### src/rtl/vrf_wb_seq.sv
// vrf_wb_seq: vector register-file write-back sequencer; define ALIGN_CHECK_EN to reject misaligned group bases
module vrf_wb_seq #(
    parameter int ADDR_WIDTH = 5,
    parameter int DATA_WIDTH = 64
) (
    input  logic                  clk,
    input  logic                  rst,
    input  logic                  start,
    input  logic [ADDR_WIDTH-1:0] vd_in,
    input  logic [2:0]            vlmul,
    input  logic                  in_valid,
    input  logic [DATA_WIDTH-1:0] in_data,
    output logic                  in_ready,
    output logic                  wr_en,
    output logic [ADDR_WIDTH-1:0] wr_addr,
    output logic [DATA_WIDTH-1:0] wr_data,
    output logic                  idle,
    output logic                  done,
    output logic                  err
);
    typedef enum logic {IDLE, WRITE} state_t;
    state_t state;
    logic [ADDR_WIDTH-1:0] base;
    logic [3:0] n, cnt, n_sz;
    logic bad;
    assign n_sz = vlmul[2] ? 4'd1 : 4'd1 << vlmul[1:0];
    assign in_ready = state == WRITE;
    assign idle = state == IDLE;
`ifdef ALIGN_CHECK_EN
    assign bad = |(vd_in & ADDR_WIDTH'(n_sz - 4'd1));
    // err pulses the cycle after a start is refused for a misaligned base
    always_ff @(posedge clk)
        err <= rst && idle && start && bad;
`else
    assign bad = 1'b0;
    assign err = 1'b0;
`endif
    // group sequencing: latch base/size on start, then emit one registered write per accepted beat
    always_ff @(posedge clk) begin
        if (!rst) begin
            state   <= IDLE;
            base    <= '0;
            n       <= '0;
            cnt     <= '0;
            wr_en   <= 1'b0;
            wr_addr <= '0;
            wr_data <= '0;
            done    <= 1'b0;
        end else begin
            wr_en <= 1'b0;
            done  <= 1'b0;
            if (idle) begin
                if (start && !bad) begin
                    base  <= vd_in;
                    n     <= n_sz;
                    cnt   <= '0;
                    state <= WRITE;
                end
            end else if (in_valid) begin
                wr_en   <= 1'b1;
                wr_addr <= base + ADDR_WIDTH'(cnt);
                wr_data <= in_data;
                cnt     <= cnt + 4'd1;
                if (cnt == n - 4'd1) begin
                    done  <= 1'b1;
                    state <= IDLE;
                end
            end
        end
    end
endmodule

### config.mk
export PLATFORM = sky130hd
export DESIGN_NAME = vrf_wb_seq
export DESIGN_NICKNAME = d
export VERILOG_FILES = /design/src/rtl/vrf_wb_seq.sv
export SDC_FILE = /design/constraint.sdc
export NUM_CORES = 1
export LEC_CHECK = 0
export BUFFER_PORTS_ARGS = -buffer_cell sky130_fd_sc_hd__buf_2
export CAP_MARGIN = 30
export CELL_PAD_IN_SITES_DETAIL_PLACEMENT = 0
export CELL_PAD_IN_SITES_GLOBAL_PLACEMENT = 2
export CORE_MARGIN = 1
export CORE_UTILIZATION = 23
export CTS_CLUSTER_DIAMETER = 30
export DETAILED_ROUTE_END_ITERATION = 10
export HOLD_SLACK_MARGIN = 0.06
export PLACE_DENSITY_LB_ADDON = 0.1
export SYNTH_ARGS = -nofsm -noshare
export SYNTH_HDL_FRONTEND = slang
export SYNTH_SLANG_ARGS = --single-unit
### constraint.sdc
create_clock -name clk -period 1.5 [get_ports clk]
set_clock_uncertainty 0.05 [all_clocks]
set_input_delay 0.225 -clock clk [delete_from_list [all_inputs] [get_ports clk]]
set_output_delay 0.225 -clock clk [all_outputs]
set_load 0.005 [all_outputs]
Word level (Yosys, flattened, before mapping). Cells that the tools add are included.

Word-level logic and storage cells: 31. Bits in registers: 85.

Shift operators: 1. Bitwise operators: 1. Reductions and logical operators: 6. Add/sub/neg operators: 3. Mux-type cells: 10. Eq/ne operators: 2.

Operators with widths (count): $mux 4 (4); $reduce_and 2->1 (4); $mux 1 (6); $add 5x4->5 (1); $add 4x1->4 const B (1); $eq 4x4->1 (1); $shl 1x2->4 const A (1); $sub 4x1->4 const B (1); $reduce_and 3->1 (1); $ne 2x2->1 const B (1); $reduce_bool 2->1 (1); $not 1->1 (1).

Depth between registers and ports, before layout.
Depth after elaboration: 5. Gate-level depth with buffers: 5. Depth with buffers taken out: 5.

Worst setup path after synthesis. No wires, ideal clock.

Kind: register -> register. Start: reg cnt[0]. End: reg wr_addr[4]. Library setup time: 79 ps. Arrival time: 1576 ps. Setup slack: -205 ps. Stages on the path, launching flop included: 6. Data required time: 1371 ps. Buffers on the path: 0. Cells stage by stage: dfxtp_1 -> ha_1 -> fa_1 -> a21o_1 -> a2111o_1 -> o211ai_1.

Word-level cells in the longest chain between the ends: 1.

RTL lines: start: declaration (line 24) `logic [3:0] n, cnt, n_sz;`; start signal: assignment (line 63) `cnt <= cnt + 4'd1;`; $add 5x4->5 (line 61) `wr_addr <= base + ADDR_WIDTH'(cnt);`; end signal: assignment (line 61); end: declaration (line 15) `output logic [ADDR_WIDTH-1:0] wr_addr,`.

Every way passes these cells. A chain may end at the register's enable or synchronous reset.

Final worst setup path. Same ends and word-level chain as after synthesis.

==> results by group <==
Status
  • Status: complete, but fails checks
  • Failing checks: negative setup slack

GRT
  • Total congestion overflow: 0
  • Gr usage total: 0.130
  • Global-route wire length before repair: 15,700 µm
  • Pin count of the biggest net entering global routing: 46
  • Vias in the first global route: 3,034
  • Initial antenna violation count: 0

Min path
  • HP Start: vd_in[0]
  • WHS Path Cells: 3
  • Worst hold path endpoint: base[0]
  • Tightest Hold Check Type: in -> reg

Synth
  • Most common cell in the netlist: nand2_1
  • Mapped Area: 3440 µm²
  • Top post-synthesis cells by area: dfxtp_1 49%, nand2_1 16%, a21boi_0 16%, ha_1 2.2%, buf_4 2.0%
  • Post-synthesis sequential area ratio: 0.495
  • Mapped Avg Cell Area: 8.68 µm²
  • Synthesized Nets: 479
  • #FFs+latches synth: 85
  • Largest area contributor in the netlist: dfxtp_1
  • Top cells by count, synth: 150 x nand2_1, 85 x dfxtp_1, 74 x a21boi_0
  • Post-synthesis async set-or-reset flop share: 0
  • Ys flop type: dfxtp_1
  • EDFF count, synth: 0
  • Gate count of the mapped netlist: 396
  • Unique cell type count in the Yosys netlist: 35
  • Share of the synthesized area in the top cell type: 0.495
  • Warnings, synthesis: 0

Die
  • Initial core utilization: 0.237
  • Cell Rows: 44
  • Full die area: 15,400 µm²
  • Die W: 124 µm
  • Die span in y: 124 µm
  • Core area: 14,500 µm²
  • Io pins: 150

Placed design
  • Place WS: -0.140 ns
  • RePlAce Congestion: 0.660
  • IO Port Bufs: 148
  • DP HPWL: 6760 µm
  • Inst Count DP: 719

Cells and area
  • Layout Nets: 629
  • Multi-input logic area: 1590 µm²
  • Share of cells above drive strength 1: 0.352
  • Area taken by flip-flops and latches: 1710 µm²
  • Non-filler instance count after layout: 735
  • Diode count: 0
  • Fill cells: 1,576
  • Area Overhead vs Synth: 39.0%

Worst setup path
  • Reg2reg start: cnt[0]
  • CP Launch Type: flop
  • CP max-delay cell: a2111o_1
  • CP bufs+invs: 0
  • CP max stage delay: 0.36 ns
  • Worst r2r dst: wr_addr[4]
  • CP top delay family: compound AO/OA/AOI/OAI gates
  • Crit. End Element: flop
  • CP Class: reg -> reg
  • Worst R2R Setup Slack: -0.08 ns
  • Reg2Reg Depth: 5
  • Worst EP arrival: 1.79 ns
  • CP Data Required Time: 1.71 ns
  • Worst-path maximum fanout: 2
  • Crit path cell chain: ha_4 > fa_2 > a21o_1 > a2111o_1 > o211ai_1

Clock network
  • Num CTS Buffers: 9
  • H-tree lvl count: 3
  • CTS tree: yes
  • Clock sink count: 85
  • Clock slew at the register clock pins of the worst setup and hold paths: 0.06 ns
  • Worst-Skew Late Latency: 0.33 ns
  • Setup bufs post-CTS: 0
  • Worst-case clock buffer depth: 2
  • Post-CTS Hold Fix Bufs: 0
  • CTS root buf: clkbuf_16

Timing
  • Final Max Slew Viols: 0
  • Final worst-path cycle share: 1.06
  • Setup-failing EPs final: 1
  • Final worst path period need: 1.58 ns
  • Final WS setup: -0.0847 ns
  • Final Hold Viols: 0
  • Setup tns final: -0.0847 ns
  • Highest clock rate: 0.631 GHz
  • RSZ-0062 raised after global routing: yes

Route
  • Via count: 3,105
  • Vias per cell: 4.22
  • DRC: 0
  • TritonRoute pass-1 iters: 4
  • Antenna Nets Post-Route: 0
  • WL final: 9690 µm
  • Drt wl/cell: 13.2 µm
  • DRT iter0 DRCs: 122

Pwr
  • VDD IR max: 0.509 mV
  • Leak pwr: 2.15 nW
  • Power Density: 1100 nW/µm²
  • Final Total Pwr: 5.24 mW

Job
  • Max-cap check violation count: 0
==> per-stage QoR <==
step                      instance area (µm²)   util  hold slack (ns)
after floorplan                          3440      -            0.320
after global placement                   4450  0.306            0.397
after detailed placement                 4450  0.306            0.403
after CTS                                4770  0.328           0.0635
after global routing                     4780  0.329           0.0716
final                                    4780  0.329           0.0771
==> per-layer routing <==
| layer | global-route usage | wire [µm] | vias up | part of all wire |
|---|---|---|---|---|
| li1 | - | - | 1599 | - |
| met1 | 0.164 | 4690 | 1421 | 0.48 |
| met2 | 0.207 | 4410 | 73 | 0.46 |
| met3 | 0.0296 | 426 | 12 | 0.044 |
| met4 | 0.0617 | 162 | 0 | 0.017 |
| met5 | 0 | 0 | - | 0 |
==> how the worst max path moves through the flow <==
stage	startpoint	endpoint	slack [ns]	cells past startpoint
after floorplan	cnt[0]	wr_addr[4]	-0.12	5
after global placement	cnt[0]	wr_addr[4]	-0.13	5
final	cnt[0]	wr_addr[4]	-0.08	5
after detailed placement	cnt[0]	wr_addr[4]	-0.14	5
after CTS	base[0]	wr_addr[4]	-0.13	5
after global routing	base[0]	wr_addr[4]	-0.15	5
==> repair_timing <==
item                                    4_1_cts  5_1_grt
endpoints found under the hold margin         0        0
pin swaps                                     6        3
endpoints found under the setup margin        2       45
gates resized for setup                       2        3
==> final cells by class <==
class | instances | area share
clock buffer | 12 | 0.0558
sequential | 85 | 0.357
tap | 184 | 0.0482
clock inverter | 4 | 0.00942
multi-input combinational | 279 | 0.332
inverter | 3 | 0.00236
timing repair buffer | 168 | 0.195
==> worst register-to-register path: stages, from the launching register on <==
cell	delay (ns)
dfxtp_2	0.34
ha_4	0.16
fa_2	0.34
a21o_1	0.18
a2111o_1	0.36
o211ai_1	0.08
==> logic make-up (layout without fill, tap and decap cells) <==
| family | count (synthesis) | count (layout) | synth area share |
|---|---|---|---|
| compound gates | 92 | 92 | 0.203 |
| fa+ha+maj | 7 | 7 | 0.0277 |
| other cells | 1 | 1 | 0.00109 |
| buf+inv | 32 | 187 | 0.0488 |
| simple gates | 172 | 172 | 0.207 |
| xor+xnor | 7 | 7 | 0.0178 |
| flops | 85 | 85 | 0.495 |
==> power breakdown <==
part           internal, mW  switching (mW)
Sequential             2.35          0.0482
Clock                  1.42           0.901
Combinational         0.264           0.263
Total                  4.03            1.21
==> sequential cells by signal, indices dropped and copies added, names as in the netlist <==
name and cells:
base 5, cnt 4, done 1, in_ready 1, n 4, wr_addr 5, wr_data 64, wr_en 1
==> cells in the final DEF, fill, tap and decap left out, types with 2 or more instances in the layout <==
| master | Yosys | routed |
|---|---|---|
| buf_12 | 0 | 3 |
| clkbuf_16 | 0 | 9 |
| a21boi_0 | 74 | 74 |
| nor2_1 | 2 | 2 |
| nand3b_1 | 2 | 2 |
| ha_1 | 6 | 5 |
| or4b_1 | 2 | 2 |
| xnor2_1 | 5 | 5 |
| a21o_1 | 2 | 2 |
| nand2_1 | 150 | 149 |
| buf_2 | 10 | 148 |
| o211ai_1 | 3 | 3 |
| dfxtp_1 | 85 | 81 |
| a2111o_1 | 2 | 2 |
| o21a_1 | 3 | 3 |
| xor2_1 | 2 | 2 |
| dfxtp_2 | 0 | 4 |
| inv_1 | 3 | 3 |
| buf_4 | 9 | 16 |
| a21oi_1 | 2 | 2 |
| and3_1 | 3 | 3 |
| a21boi_1 | 2 | 2 |
| nand3_1 | 6 | 6 |
| clkinv_2 | 0 | 3 |
| clkbuf_8 | 0 | 3 |
(Power assumes the default switching activity.)
